## config.mk

```make
export PLATFORM = sky130hd
export DESIGN_NAME = mem_access_unit_flat
export DESIGN_NICKNAME = d
export VERILOG_FILES = /design/src/rtl/mem_access_unit_if.sv /design/src/rtl/mem_access_unit.sv /design/src/flat_wrapper.sv
export SDC_FILE = /design/constraint.sdc
export NUM_CORES = 1
export LEC_CHECK = 0
export ABC_AREA = 1
export ABC_CLOCK_PERIOD_IN_PS = 1400
export BUFFER_PORTS_ARGS = -buffer_cell sky130_fd_sc_hd__buf_2
export CORE_MARGIN = 5
export CORE_UTILIZATION = 45
export DETAILED_ROUTE_END_ITERATION = 10
export GPL_ROUTABILITY_DRIVEN = 1
export GPL_TIMING_DRIVEN = 0
export PLACE_DENSITY_LB_ADDON = 0.2
export SLEW_MARGIN = 30
export SYNTH_ARGS = -nofsm -noshare
export SYNTH_HDL_FRONTEND = slang
export SYNTH_SLANG_ARGS = --single-unit
```

## constraint.sdc

```tcl
create_clock -name clk -period 1.4 [get_ports clk]
set_clock_uncertainty 0.15 [all_clocks]
set_input_delay 0.14 -clock clk [delete_from_list [all_inputs] [get_ports clk]]
set_output_delay 0.14 -clock clk [all_outputs]
set_load 0.05 [all_outputs]
```

## src/rtl/mem_access_unit_if.sv

```systemverilog
// Pipeline/memory bus of the MEM-stage load/store unit.
// slave: the load/store unit. master: pipeline plus data memory.
interface mem_access_unit_if;
  logic        req_valid;
  logic        req_we;
  logic [1:0]  req_size;
  logic        req_unsigned;
  logic [31:0] req_addr;
  logic [31:0] req_wdata;
  logic [31:0] mem_rd;
  logic [31:0] mem_a;
  logic [31:0] mem_wd;
  logic        mem_we;
  logic [31:0] load_data;
  logic        stall;
  logic        exc;

  modport slave (
    input  req_valid, req_we, req_size, req_unsigned, req_addr, req_wdata, mem_rd,
    output mem_a, mem_wd, mem_we, load_data, stall, exc
  );

  modport master (
    output req_valid, req_we, req_size, req_unsigned, req_addr, req_wdata, mem_rd,
    input  mem_a, mem_wd, mem_we, load_data, stall, exc
  );
endinterface

```

## src/rtl/mem_access_unit.sv

```systemverilog
// MEM-stage load/store unit: byte-address to word-index translation, load
// lane extraction/extension, and a two-cycle read-modify-write for SB/SH.
// Optional macro LSU_ALIGN_CHECK_EN enables alignment and range faults.
module mem_access_unit #(
  parameter int unsigned MEM_WORDS = 100
) (
  input  logic             clk,
  input  logic             rst_n,
  mem_access_unit_if.slave bus
);

  localparam int unsigned IDX_W = 30;

  typedef enum logic {IDLE, MERGE} state_t;

  state_t             state_q, state_d;
  logic [IDX_W-1:0]   idx_q, idx_d;
  logic [31:0]        word_q, word_d;

  logic [IDX_W-1:0]   idx_c;
  logic               fault_c;
  logic [7:0]         lane_b_c;
  logic [15:0]        lane_h_c;
  logic [31:0]        ext_c;
  logic [31:0]        merged_c;

  logic [31:0]        mem_a_c, mem_wd_c, load_data_c;
  logic               mem_we_c, stall_c, exc_c;

  assign idx_c = bus.req_addr[31:2];

`ifdef LSU_ALIGN_CHECK_EN
  // Misaligned half/word or index beyond the memory is a fault.
  assign fault_c = ((bus.req_size == 2'b01) && bus.req_addr[0]) ||
                   (bus.req_size[1] && (bus.req_addr[1:0] != 2'b00)) ||
                   (32'(idx_c) >= MEM_WORDS);
`else
  // Range is only enforced when checking is built in.
  logic unused_range_c;
  assign unused_range_c = (32'(idx_c) >= MEM_WORDS);
  assign fault_c = 1'b0;
`endif

  // Load lane select and sign/zero extension; halves use addr[1] only.
  always_comb begin
    lane_b_c = bus.mem_rd[{bus.req_addr[1:0], 3'b000} +: 8];
    lane_h_c = bus.mem_rd[{bus.req_addr[1], 4'b0000} +: 16];
    ext_c    = bus.mem_rd;
    if (bus.req_size == 2'b00)
      ext_c = bus.req_unsigned ? {24'h0, lane_b_c} : {{24{lane_b_c[7]}}, lane_b_c};
    else if (bus.req_size == 2'b01)
      ext_c = bus.req_unsigned ? {16'h0, lane_h_c} : {{16{lane_h_c[15]}}, lane_h_c};
  end

  // Current memory word with the addressed store lane replaced.
  always_comb begin
    merged_c = bus.mem_rd;
    if (bus.req_size == 2'b00)
      merged_c[{bus.req_addr[1:0], 3'b000} +: 8] = bus.req_wdata[7:0];
    else
      merged_c[{bus.req_addr[1], 4'b0000} +: 16] = bus.req_wdata[15:0];
  end

  // Next-state and output decode.
  always_comb begin
    state_d     = state_q;
    idx_d       = idx_q;
    word_d      = word_q;
    mem_a_c     = '0;
    mem_wd_c    = '0;
    mem_we_c    = 1'b0;
    load_data_c = '0;
    stall_c     = 1'b0;
    exc_c       = 1'b0;
    case (state_q)
      IDLE: begin
        if (bus.req_valid) begin
          mem_a_c = 32'(idx_c);
          if (fault_c) begin
            exc_c = 1'b1;
          end else if (!bus.req_we) begin
            load_data_c = ext_c;
          end else if (bus.req_size[1]) begin
            mem_wd_c = bus.req_wdata;
            mem_we_c = 1'b1;
          end else begin
            stall_c = 1'b1;
            idx_d   = idx_c;
            word_d  = merged_c;
            state_d = MERGE;
          end
        end
      end
      MERGE: begin
        mem_a_c  = 32'(idx_q);
        mem_wd_c = word_q;
        mem_we_c = 1'b1;
        state_d  = IDLE;
      end
      default: state_d = IDLE;
    endcase
  end

  // State and held merge registers; reset drops any pending write.
  always_ff @(posedge clk or negedge rst_n) begin
    if (!rst_n) begin
      state_q <= IDLE;
      idx_q   <= '0;
      word_q  <= '0;
    end else begin
      state_q <= state_d;
      idx_q   <= idx_d;
      word_q  <= word_d;
    end
  end

  assign bus.mem_a     = mem_a_c;
  assign bus.mem_wd    = mem_wd_c;
  assign bus.mem_we    = mem_we_c;
  assign bus.load_data = load_data_c;
  assign bus.stall     = stall_c;
  assign bus.exc       = exc_c;

endmodule

```

## src/flat_wrapper.sv

```systemverilog
// flat-port wrapper written by rule: the top's interface ports become plain ports
module mem_access_unit_flat 
#(
  parameter int unsigned MEM_WORDS = 100
)
  (clk, rst_n, bus_req_valid, bus_req_we, bus_req_size, bus_req_unsigned, bus_req_addr, bus_req_wdata, bus_mem_rd, bus_mem_a, bus_mem_wd, bus_mem_we, bus_load_data, bus_stall, bus_exc);
  mem_access_unit_if bus_i ();
  input  logic clk;
  input  logic rst_n;
  input wire logic [$bits(bus_i.req_valid)-1:0] bus_req_valid;
  input wire logic [$bits(bus_i.req_we)-1:0] bus_req_we;
  input wire logic [$bits(bus_i.req_size)-1:0] bus_req_size;
  input wire logic [$bits(bus_i.req_unsigned)-1:0] bus_req_unsigned;
  input wire logic [$bits(bus_i.req_addr)-1:0] bus_req_addr;
  input wire logic [$bits(bus_i.req_wdata)-1:0] bus_req_wdata;
  input wire logic [$bits(bus_i.mem_rd)-1:0] bus_mem_rd;
  output wire logic [$bits(bus_i.mem_a)-1:0] bus_mem_a;
  output wire logic [$bits(bus_i.mem_wd)-1:0] bus_mem_wd;
  output wire logic [$bits(bus_i.mem_we)-1:0] bus_mem_we;
  output wire logic [$bits(bus_i.load_data)-1:0] bus_load_data;
  output wire logic [$bits(bus_i.stall)-1:0] bus_stall;
  output wire logic [$bits(bus_i.exc)-1:0] bus_exc;
  assign bus_i.req_valid = bus_req_valid;
  assign bus_i.req_we = bus_req_we;
  assign bus_i.req_size = bus_req_size;
  assign bus_i.req_unsigned = bus_req_unsigned;
  assign bus_i.req_addr = bus_req_addr;
  assign bus_i.req_wdata = bus_req_wdata;
  assign bus_i.mem_rd = bus_mem_rd;
  assign bus_mem_a = bus_i.mem_a;
  assign bus_mem_wd = bus_i.mem_wd;
  assign bus_mem_we = bus_i.mem_we;
  assign bus_load_data = bus_i.load_data;
  assign bus_stall = bus_i.stall;
  assign bus_exc = bus_i.exc;
  mem_access_unit #(.MEM_WORDS(MEM_WORDS)) u_core (.clk(clk), .rst_n(rst_n), .bus(bus_i));
endmodule
```

==> results of run 1 <==
-- layer usage --
layer / GRT overflow / GRT usage [%]
met3: 0 / 59.7
met2: 7 / 87.7
met1: 0 / 74.1
met5: 0 / 23.5
met4: 12 / 72.2
-- repair_timing --
action | CTS
hold buffers | 31
setup buffers | 26
pin swaps | 7
hold endpoints to repair | 93
gates resized for setup | 402
gates cloned | 17
setup endpoints to repair | 158
-- logic make-up after synthesis --
family | count (synthesis) | share of synthesized area, %
flops | 63 | 30.1
fa+ha+maj | 5 | 1.20
buf+inv | 131 | 10.6
other cells | 1 | 0.0717
compound gates | 182 | 18.2
simple gates | 509 | 39.8
-- synthesized netlist by cell type, types with 3 or more instances --
master,instances
nand2_2,3
dfrtp_1,63
clkinv_1,9
o21ai_0,88
inv_1,56
nor2_2,4
buf_2,26
nand3_1,108
nand2_1,342
buf_1,3
ha_1,5
a21oi_1,48
nor2_1,49
clkbuf_1,25
inv_2,4
buf_4,6
o21ai_1,30
o211ai_1,16
-- through the flow --
step	TNS, ns	hold slack, ns	worst slack, ns	cell area (sq um)
CTS	-66.98	0.0251	-0.645	9970
detailed placement	-66.60	-0.115	-0.688	7320
global placement	-76.98	0.288	-0.645	7290
floorplan	-9.98	-0.306	-0.323	6120
==> results.md, run 1 <==
- Syn Inst Count: around 890
- Die Width: 118 um
- Avg Inst Size Synth: just under 6 sq um
- Post-synth top flop: dfrtp_1
- Final Wtd Congestion: between 0.9 and 1
- Total global-route track usage: ~73%
- Die Height: 118 um
- Clock Path Buffers: 2
- Row cnt: 39
- Initial Utilization: 45.8%
- Sequential share of the synthesized area: approximately 30%
- Inst Count DP: between 1000 and 1500
- Post-synth EDFFs: 0
- Clk root buf: clkbuf_16
- Asr flop ratio synth: 100%
- Grt total ovfl: 19
- Err: [ERROR GRT-0232] Routing congestion too high. Check the congestion heatmap in the GUI.
- Sinks on Clock Net: 63
- Status: stopped before the end
- Synth area leaders: dfrtp_1 (30%), nand2_1 (25%), nand3_1 (10%)
- H-tree lvl count: 3
- GR repair worst EP: bus_load_data[22]
- DP HPWL: 16300 um
- CTS buffer count: 9
- Post-synthesis cell area: between 5000 and 6000 sq um
- WEP type: output port
- Yosys Warn Count: 0
- Yosys reg bits: 63
- Largest area contributor in the netlist: dfrtp_1
- Netlist cell types: 24
- Pin count of the biggest net entering global routing: 47
- # port buffers: 198
- Share of the synthesized area in the top cell type: 30.1%
- Io pins: 202
- Stopped at: 5_1_grt
==> run 2, diff against run 1 <==
ABC_CLOCK_PERIOD_IN_PS = 1800   (was 1400)
CORE_UTILIZATION = 35   (was 45)
PLACE_DENSITY_LB_ADDON = 0.15   (was 0.2)
clock period = 1.8 ns   (was 1.4 ns; I/O delays follow)
==> run 2 against run 1 <==
Against the previous run: synthesized cell count unchanged; the flow now finishes, with violations (negative setup slack); area after synthesis unchanged.
==> results.md, run 2 <==
- Status: complete, but fails checks
- Failing checks: negative setup slack
- Leak pwr: roughly 4.7 nW
- Asr flop ratio synth: 100% (unchanged)
- First-pass GRT wire length: between 30000 and 40000 um
- Die Width: 132 um (+12%)
- Grt total ovfl: 0
- PD cells: approximately 660 nW/um^2
- Pin count of the biggest net entering global routing: between 40 and 50
- Final Hold Fails: 0
- Avg Inst Size Synth: 5.87 sq um (unchanged)
- Post-route setup slack: -0.254 ns
- CP Capture Type: output port
- Yosys reg bits: 63 (unchanged)
- Maximum Capacitance Violations: 0
- Post-synth top flop: dfrtp_1
- Die area: around 17000 sq um
- Hold slack: between 0.03 and 0.04 ns
- F_max: approximately 490 MHz
- Post-synth EDFFs: 0 (unchanged)
- R2r setup slk: -0.17 ns
- Post-route setup TNS: -20.74 ns
- Final setup vio count: approximately 160
- Synth area leaders: dfrtp_1 (30%), nand2_1 (25%), nand3_1 (10%)
- Finished Core Util: 65.2%
- Clock Path Buffers: 2 (unchanged)
- Post-synthesis cell area: 5230 sq um (unchanged)
- Final period utilization: 114%
- Commonest non-fill, non-tap cell in the layout: nand2_1
- Diode count: 0
- Share of the synthesized area in the top cell type: 30.1% (unchanged)
- Initial antenna violation count: 0
- Final WL: 25000 um
- Largest area contributor in the netlist: dfrtp_1
- Crit start category: flop
- Most flop-heavy register: u_core.word_q
- Sinks on Clock Net: 63 (unchanged)
- Final Wtd Congestion: 0.997 (+1.7%)
- Io pins: 202 (unchanged)
- Via-to-Cell Ratio: 5.34
- Final ANT Viol Nets: 0
- H-tree lvl count: 3 (unchanged)
- Pins Over Slew Limit: 0
- Clk root buf: clkbuf_16
- Row cnt: 44 (+13%)
- Required @ worst endpoint: 1.47 ns
- Layout cell share with drive strength beyond 1: between 40% and 50%
- Hold WC Path Type: in2reg
- Nets: around 1300
- Clk Latency, worst-skew pair: around 0.33 ns
- CP arrival: 1.72 ns
- Count leader, synth: nand2_1
- Max FFs per register: 32
- Initial Utilization: 35.9% (-10 points)
- Worst-Margin Slew: 0.598 ns
- Slew Limit Headroom: between 60% and 70%
- Synth top cells by count: nand2_1 (342), nand3_1 (108), o21ai_0 (88)
- DP HPWL: 16500 um (+1.4%)
- First-pass detailed-route iteration total: 6
- Unrepaired setup endpoints after global routing: yes
- Vias in the first global route: roughly 6700
- Initial detailed-routing violation count: between 600 and 700
- Syn Inst Count: 891 (unchanged)
- P&R area growth vs syn: 81.8%
- CTS buffer count: 9 (unchanged)
- Top Registers: u_core.word_q x32, u_core.idx_q x30, u_core.state_q x1
- Min Tclk post-route: slightly above 2 ns
- Kind of critical path: reg2out
- Total global-route track usage: around 25%
- DR vias: 7215
- CTS tree: done
- Peak VDD IR: ~0.5 mV
- Routed length per instance: approximately 18 um
- Most frequent cells in the layout: nand2_1 (256), buf_2 (113), nand3_1 (100)
- Netlist cell types: 24 (unchanged)
- Yosys Warn Count: 0 (unchanged)
- CTS clock-pin slew for the worst setup and hold paths: ~0.060 ns
- Power Total: around 0.0063 W
- Core footprint: between 10000 and 15000 sq um
- # port buffers: 198 (unchanged)
- DR DRC count: 0
- Sequential share of the synthesized area: 30.1% (unchanged)
- Die Height: 132 um (+12%)
- CP Max Fanout: 5
-- run 2: final cells by class --
type | count | area (sq um)
tap | 184 | 230
buffer | 58 | 587
fill | 1253 | 5070
clock buffer | 12 | 256
inverter | 70 | 314
timing repair buffer | 262 | 2430
sequential | 63 | 1580
clock inverter | 3 | 42.5
multi-input combinational | 699 | 4080
-- run 2: worst paths after layout --
path                                   start                 to  cells after the start
hold reg to reg            u_core.word_q[11]  u_core.word_q[11]                      2
setup / recovery              u_core.state_q  bus_load_data[24]                      8
max in group asynchronous              rst_n   u_core.word_q[0]                      3
setup reg to reg              u_core.state_q   u_core.idx_q[20]                     11
hold / removal               bus_req_addr[2]    u_core.idx_q[0]                      3
min in group asynchronous              rst_n   u_core.idx_q[17]                      2
-- run 2: routing by layer --
| layer | part of all wire [%] | vias to the layer above | track usage, % | routed length, um |
|---|---|---|---|---|
| li1 | - | 3430 | - | - |
| met1 | 41 | 3383 | 34.5 | 10200 |
| met2 | 48 | 351 | 39.9 | 12000 |
| met3 | 8.6 | 51 | 5.80 | 2150 |
| met4 | 2.6 | 0 | 6.11 | 650 |
| met5 | 0 | - | 0 | 0 |
-- run 2: metrics by stage --
stage                     instances  setup WS, ns  area, sq um
after floorplan                 893        -0.175         5560
after global placement         1275        -0.659         6780
after detailed placement       1276        -0.655         6800
after CTS                      1337        -0.234         8410
after global routing           1351        -0.282         9510
final                          1351        -0.254         9510
-- run 2: cells by family after synthesis --
| family | count (synthesis) | synth area share (%) |
|---|---|---|
| flip-flops | 63 | 30.1 |
| AO/OA/AOI/OAI | 182 | 18.2 |
| AND/OR/NAND/NOR | 509 | 39.8 |
| adder cells (fa/ha/maj) | 5 | 1.20 |
| buffers and inverters | 131 | 10.6 |
| other | 1 | 0.0717 |
-- run 2: what timing repair did --
action                                  CTS  global route
endpoints found under the setup margin  128           158
hold endpoints to repair                 91             0
gates resized for setup                 267           232
hold buffers                             29             0
gates cloned                              3            10
pin swaps                                21            12
setup buffers                            16             6
-- run 2: where the power goes --
group	total [W]	internal (W)	switching [W]	leakage, nW
clock network	0.00176	0.00114	0.000622	0.145
registers	0.00192	0.00168	0.000241	0.789
logic	0.00258	0.00101	0.00156	3.79
total	0.00626	0.00383	0.00243	4.72
-- run 2: worst max-delay path, cell delays in order, from the launching register on --
cell      delay (ns)
dfrtp_1         0.39
buf_6           0.14
clkinv_8        0.05
nand2_8         0.04
nor2_4          0.20
nand2_4         0.14
buf_16          0.17
nor2_4          0.09
buf_6           0.16
Power figures use the tool's default switching activity.
==> run 3, diff against run 2 <==
BUFFER_PORTS_ARGS = default   (was -buffer_cell sky130_fd_sc_hd__buf_2)
CTS_BUF_LIST = sky130_fd_sc_hd__clkbuf_8 sky130_fd_sc_hd__clkbuf_16   (was default)
DONT_BUFFER_PORTS = 1   (was default)
==> run 3 against run 2 <==
Against the previous run: the flow finishes with violations (negative hold slack, negative setup slack); worst hold slack worse by 0.64 ns; worst setup slack worse by 0.086 ns; combinational power down 16%; critical endpoint is now bus_load_data[19]; final cell count down 12%; non-clock buffer count down 160.
==> results.md, run 3 (same netlist as run 2, synthesis figures left out) <==
- Peak VDD IR: 0.637 mV (+30%)
- Pin count of the biggest net entering global routing: 64 (+52%)
- Layout cell share with drive strength beyond 1: 29.7% (-12 points)
- Final period utilization: 119% (+4.8 points)
- CTS tree: done
- Core footprint: 14600 sq um (unchanged)
- Maximum Capacitance Violations: 0 (unchanged)
- Pins Over Slew Limit: 0 (unchanged)
- Routed length per instance: 20.5 um (+11%)
- DR vias: 6540 (-9.4%)
- Cell mode on critical path: buf_6
- Final std cells w/o fill: 1192 (-12%)
- Clk root buf: clkbuf_16
- Crit start category: flop
- Status: complete, but fails checks
- Hold slack: -0.607 ns (-0.640 ns)
- Grt total ovfl: 0 (unchanged)
- Vias in the first global route: 6386 (-4.4%)
- Hold buffers post-CTS: 61 (+110%)
- Hold WC Path Type: in2async
- Die area: 17500 sq um (unchanged)
- Via-to-Cell Ratio: 5.49 (+2.7%)
- Required @ worst endpoint: 1.47 ns (about the same)
- Final Hold Fails: 63 (+63)
- Post-route setup slack: -0.339 ns (-0.0856 ns)
- # port buffers: 0 (-100%)
- Top Registers: u_core.word_q x32, u_core.idx_q x30, u_core.state_q x1
- First-pass detailed-route iteration total: 7 (+1)
- Slew Limit Headroom: 57.6% (-2.6 points)
- PD cells: 663 nW/um^2 (+0.78%)
- CTS buffer count: 9 (unchanged)
- Most frequent cells in the layout: nand2_1 (271), nand3_1 (70), dfrtp_1 (63)
- Critical path depth: 8 (unchanged)
- Commonest non-fill, non-tap cell in the layout: nand2_1
- Die Width: 132 um (unchanged)
- Clock Path Buffers: 2 (unchanged)
- Critical path's top delay family: simple AND/OR/NAND/NOR gates
- P&R area growth vs syn: 67.6%
- Initial detailed-routing violation count: 627 (-8.2%)
- Row cnt: 44 (unchanged)
- F_max: 467 MHz (-4.0%)
- CP Max Fanout: 4 (-1)
- Total global-route track usage: 26.3% (+1.3 points)
- Nets: 1111 (-13%)
- CP arrival: 1.81 ns (+0.09 ns)
- Initial antenna violation count: 1 (+1)
- Final Wtd Congestion: 0.948 (-4.9%)
- Io pins: 202 (unchanged)
- Final ANT Viol Nets: 0 (unchanged)
- H-tree lvl count: 3 (unchanged)
- Kind of critical path: reg2out
- DP HPWL: 16300 um (-1.6%)
- Min Tclk post-route: 2.14 ns (+0.0856 ns)
- Finished Core Util: 60.1% (-5.1 points)
- Unrepaired setup endpoints after global routing: yes
- Sinks on Clock Net: 63 (unchanged)
- Post-route setup TNS: -19.70 ns (+1.04 ns)
- First-pass GRT wire length: 36900 um (+3.0%)
- Final setup vio count: 155 (-1.9%)
- Die Height: 132 um (unchanged)
- Leak pwr: 3.98 nW (-16%)
- Worst-Margin Slew: 0.636 ns (+0.0386 ns)
- Slowest stage delay, CP: 0.38 ns (about the same)
- Max FFs per register: 32 (unchanged)
- Initial Utilization: 35.9% (unchanged)
- Slowest-stage cell, CP: dfrtp_1
- Bufs and invs on worst path: 4 (unchanged)
- Most flop-heavy register: u_core.word_q
- Clk Latency, worst-skew pair: 0.33 ns (about the same)
- Crit-path cells: buf_6 > clkinv_8 > nand2_8 > nor2_4 > nand2_4 > buf_6 > buf_6 > nor2_4
- DR DRC count: 0 (unchanged)
- Failing checks: negative hold slack, negative setup slack
- Power Total: 0.00582 W (-7.1%)
- Final WL: 24500 um (-1.9%)
- Inst Count DP: 1077 (-16%)
- CP Capture Type: output port
- Reg2Reg Depth: 10 (-1)
- CTS clock-pin slew for the worst setup and hold paths: 0.05 ns (about the same)
-- run 3: cell count changes in the layout (fill, tap and decap cells not counted), sizes merged --
cell	before	now
bufbuf	0	1
inv	60	61
diode	0	1
clkbuf	43	36
dlygate4sd3	29	61
buf	260	73
-- run 3: power by group --
group / leakage [nW] / total, W / internal (W) / switching, W
clock network: 0.149 / 0.00177 / 0.00113 / 0.000634
logic: 3.04 / 0.00216 / 0.000729 / 0.00143
registers: 0.789 / 0.00189 / 0.00168 / 0.000206
-- run 3: area by class of cell --
type | count | area [sq um]
clock buffer | 11 | 253
timing repair buffer | 102 | 1160
inverter | 70 | 302
fill | 1266 | 5820
sequential | 63 | 1580
antenna | 1 | 2.50
clock inverter | 4 | 46.3
tap | 184 | 230
buffer | 58 | 566
multi-input combinational | 699 | 4630
-- run 3: repair_timing --
item / CTS / global route
endpoints found under the hold margin: 113 / 63
pin swaps: 55 / 46
setup buffers: 28 / 6
gates resized for setup: 284 / 93
endpoints found under the setup margin: 124 / 158
gates cloned: 6 / 4
-- run 3: through the flow --
step / cell area [sq um] / setup slack (ns)
floorplan: 5560 / -0.175
global placement: 5790 / -0.594
detailed placement: 5790 / -0.584
CTS: 8420 / -0.344
global route: 8770 / -0.384
finish: 8770 / -0.339
-- run 3: path summary, 6_finish.rpt --
check	startpoint	to	slack, ns
worst max-delay path	u_core.state_q	bus_load_data[19]	-0.34
worst min-delay path	rst_n	u_core.idx_q[15]	-0.61
worst max register to register	u_core.state_q	u_core.idx_q[4]	-0.07
worst min register to register	u_core.word_q[11]	u_core.word_q[11]	0.34
max in group asynchronous	rst_n	u_core.word_q[2]	2.01
min in group clk	bus_req_wdata[14]	u_core.word_q[30]	0.01
-- run 3: per-layer routing --
metal,routed length (um),vias to the layer above,GRT usage [%]
met5,0,-,0
met4,512,0,6.62
met3,1880,34,5.92
met2,11500,259,41.8
met1,10600,3142,36.4
li1,-,3105,-
-- run 3: worst reg2reg max path: cells and delay by family, from the launching register on --
kind / cells / cell delay (ns)
buffers and inverters: 7 / 0.89
AO/OA/AOI/OAI: 1 / 0.06
AND/OR/NAND/NOR: 2 / 0.26
flip-flops: 1 / 0.38
==> run 4, diff against run 3 <==
ABC_AREA = default   (was 1)
==> run 4 against run 3 <==
Against the previous run: the flow still finishes with violations (negative hold slack, negative setup slack); synthesized cell count is 40% lower; clock-buffer cell count shrank 2; fmax shrank 4.5%; worst setup slack worse by 0.10 ns; critical path type unchanged.
==> results.md, run 4 <==
- DP HPWL: 14800 um (-8.8%)
- Layout cell share with drive strength beyond 1: 30.9% (+1.2 points)
- Synth top cells by count: a22o_1 (101), nand2_1 (96), dfrtp_1 (63)
- First-pass GRT wire length: 34000 um (-8.1%)
- Number of fill cells: 1184 (-6.5%)
- Kind of critical path: reg2out
- CP Capture Type: output port
- Syn Inst Count: 537 (-40%)
- Routed length per instance: 27.5 um (+34%)
- Hold WC Path Type: in2async
- Io pins: 202 (unchanged)
- Final Hold Fails: 63 (unchanged)
- CP arrival: 1.91 ns (+0.10 ns)
- Slowest-stage cell, CP: dfrtp_1
- Diode count: 0 (-1)
- Asr flop ratio synth: 100% (unchanged)
- P&R area growth vs syn: 54.1%
- Final std cells w/o fill: 817 (-31%)
- Netlist cell types: 40 (+67%)
- Min Tclk post-route: 2.24 ns (+0.101 ns)
- Sinks on Clock Net: 63 (unchanged)
- Clock power share: 31.3% (+0.9 points)
- Post-route cell area: 7420 sq um (-15%)
- Initial antenna violation count: 0 (-1)
- Required @ worst endpoint: 1.47 ns (about the same)
- Via-to-Cell Ratio: 6.28 (+15%)
- Clk Latency, worst-skew pair: 0.33 ns (about the same)
- CP Max Fanout: 10 (+6)
- Peak VDD IR: 0.445 mV (-30%)
- Post-synth top flop: dfrtp_1
- F_max: 446 MHz (-4.5%)
- CP Launch Point: u_core.state_q
- Sw Ratio: 36.8% (-2.2 points)
- Slew Limit Headroom: 40.7% (-17 points)
- Switching pwr: 0.00205 W (-9.8%)
- Final setup vio count: 95 (-39%)
- Share of the synthesized area in the top cell type: 32.7% (+2.6 points)
- Vias in the first global route: 5448 (-15%)
- Unrepaired setup endpoints after global routing: yes
- Hold buffers post-CTS: 70 (+15%)
- Combinational share of power: 34.2% (-3.0 points)
- Leak pwr: 3.37 nW (-15%)
- Yosys reg bits: 63 (unchanged)
- Commonest non-fill, non-tap cell in the layout: nand2_1
- Post-synthesis cell area: 4810 sq um (-8.0%)
- Total global-route track usage: 27.1% (+0.82 points)
- Synth area leaders: dfrtp_1 (33%), a22o_1 (18%), nand2_1 (7.5%)
- DR vias: 5133 (-22%)
- Maximum Capacitance Violations: 0 (unchanged)
- Final Wtd Congestion: 0.868 (-8.5%)
- Core footprint: 13300 sq um (-8.5%)
- First-pass detailed-route iteration total: 5 (-2)
- Sequential share of the synthesized area: 32.7% (+2.6 points)
- Hold slack: -0.604 ns (+0.00279 ns)
- PD cells: 751 nW/um^2 (+13%)
- Row cnt: 42 (-4.5%)
- Max FFs per register: 32 (unchanged)
- H-tree lvl count: 3 (unchanged)
- P_int: 0.00352 W (-0.73%)
- Post-route setup slack: -0.440 ns (-0.101 ns)
- Status: complete, but fails checks
- Grt total ovfl: 0 (unchanged)
- DR DRC count: 0 (unchanged)
- CTS buffer count: 9 (unchanged)
- Pin count of the biggest net entering global routing: 64 (unchanged)
- Most frequent cells in the layout: nand2_1 (94), dlygate4sd3_1 (70), dfrtp_1 (63)
- Final period utilization: 124% (+5.6 points)
- Die area: 16200 sq um (-7.4%)
- Pins Over Slew Limit: 0 (unchanged)
- Clock Path Buffers: 2 (unchanged)
- # port buffers: 0 (unchanged)
- Clk root buf: clkbuf_16
- CTS tree: done
- Worst-Margin Slew: 0.890 ns (+0.254 ns)
- Placed Area: 5440 sq um (-6.1%)
- Count leader, synth: a22o_1
- Die Height: 127 um (-3.8%)
- Die Width: 127 um (-3.8%)
- Finished Core Util: 55.6% (-4.5 points)
- Top Registers: u_core.word_q x32, u_core.idx_q x30, u_core.state_q x1
- Inst Count DP: 715 (-34%)
- Post-synth EDFFs: 0 (unchanged)
- Initial Utilization: 36.1% (+0.20 points)
- CTS clock-pin slew for the worst setup and hold paths: 0.06 ns (about the same)
- Crit start category: flop
- Nets: 744 (-33%)
- Crit-path cells: nor2b_4 > and2_4 > o211ai_4 > buf_12 > a21oi_4
- Final ANT Viol Nets: 0 (unchanged)
- Crit Reg-Reg Startpoint: u_core.state_q
- Largest area contributor in the netlist: dfrtp_1
- Avg Inst Size Synth: 8.97 sq um (+53%)
- Most flop-heavy register: u_core.word_q
- Final WL: 22500 um (-8.3%)
- Failing checks: negative hold slack, negative setup slack
- Slowest stage delay, CP: 0.41 ns (+0.03 ns)
- Yosys Warn Count: 0 (unchanged)
- Seq pwr share: 34.5% (+2.0 points)
- Initial detailed-routing violation count: 434 (-31%)
==> run 4: changes by cell type after synthesis, moves of 30 or more <==
cell and change:
nand2_1 -246, mux2i_1 +34, nand3_1 -108, a221o_1 +32
nor2_1 -40, a22o_1 +101, o21ai_1 -30, inv_1 -34
o21ai_0 -87
==> run 4: layout make-up <==
type / count / area [sq um] / share of cell area (%)
Buffer: 56 / 467 / 6.29
Multi-Input combinational cell: 394 / 3850 / 52.0
Inverter: 25 / 98.8 / 1.33
Tap cell: 176 / 220 / 2.97
Clock buffer: 9 / 225 / 3.04
Sequential cell: 63 / 1580 / 21.3
Timing Repair Buffer: 87 / 902 / 12.2
Clock inverter: 7 / 73.8 / 0.995
==> run 4: through the flow <==
stage          setup TNS, ns  power (W)  setup slack (ns)
2_1_floorplan          -1.96    0.00313            -0.133
3_3_place_gp          -33.06    0.00334            -0.485
3_5_place_dp          -36.32    0.00337            -0.536
4_1_cts               -27.89    0.00552            -0.474
5_1_grt               -29.07    0.00579            -0.501
6_report              -22.72    0.00557            -0.440
==> run 4: layer usage <==
layer,GRT usage (%),vias to the layer above,wire [um]
met3,9.64,68,2500
met5,0,-,0
met4,11.6,0,968
met1,33.1,2466,8480
met2,43.4,352,10500
li1,-,2247,-
==> run 4: kinds of logic after synthesis <==
logic type,after synthesis,synth area share (%)
flip-flops,63,32.7
multiplexers,41,10.3
adder cells (fa/ha/maj),5,1.30
AND/OR/NAND/NOR,127,11.5
AO/OA/AOI/OAI,218,35.7
other,1,0.0779
buffers and inverters,82,8.32
==> run 4: power by group through the flow <==
stage               clock network (W)  logic (W)  registers (W)
CTS                           0.00177    0.00184        0.00190
global route                  0.00184    0.00201        0.00194
floorplan                           0    0.00132        0.00181
detailed placement                  0    0.00149        0.00188
finish                        0.00175    0.00190        0.00192
global placement                    0    0.00147        0.00187
==> run 4: final timing paths <==
path	cells past startpoint	slack, ns	endpoint
min reg2reg	2	0.35	u_core.idx_q[16]
min in group clk	3	0.04	u_core.word_q[7]
min	0	-0.60	u_core.word_q[11]
max	5	-0.44	bus_load_data[25]
max in group asynchronous	0	1.98	u_core.idx_q[4]
max reg2reg	4	0.02	u_core.word_q[14]
==> run 4: worst max-delay path: cells and delay by family, from the launching register on <==
kind            cells  cell delay [ns]
simple gates        2             0.42
compound gates      2             0.50
buf+inv             1             0.23
flops               1             0.41
==> run 4: what timing repair did <==
action / CTS / global route
cloned: 2 / 0
pin swaps: 18 / 11
gates resized for setup: 142 / 33
endpoints found under the setup margin: 105 / 131
hold endpoints to repair: 125 / 63
buffers inserted: 10 / 5
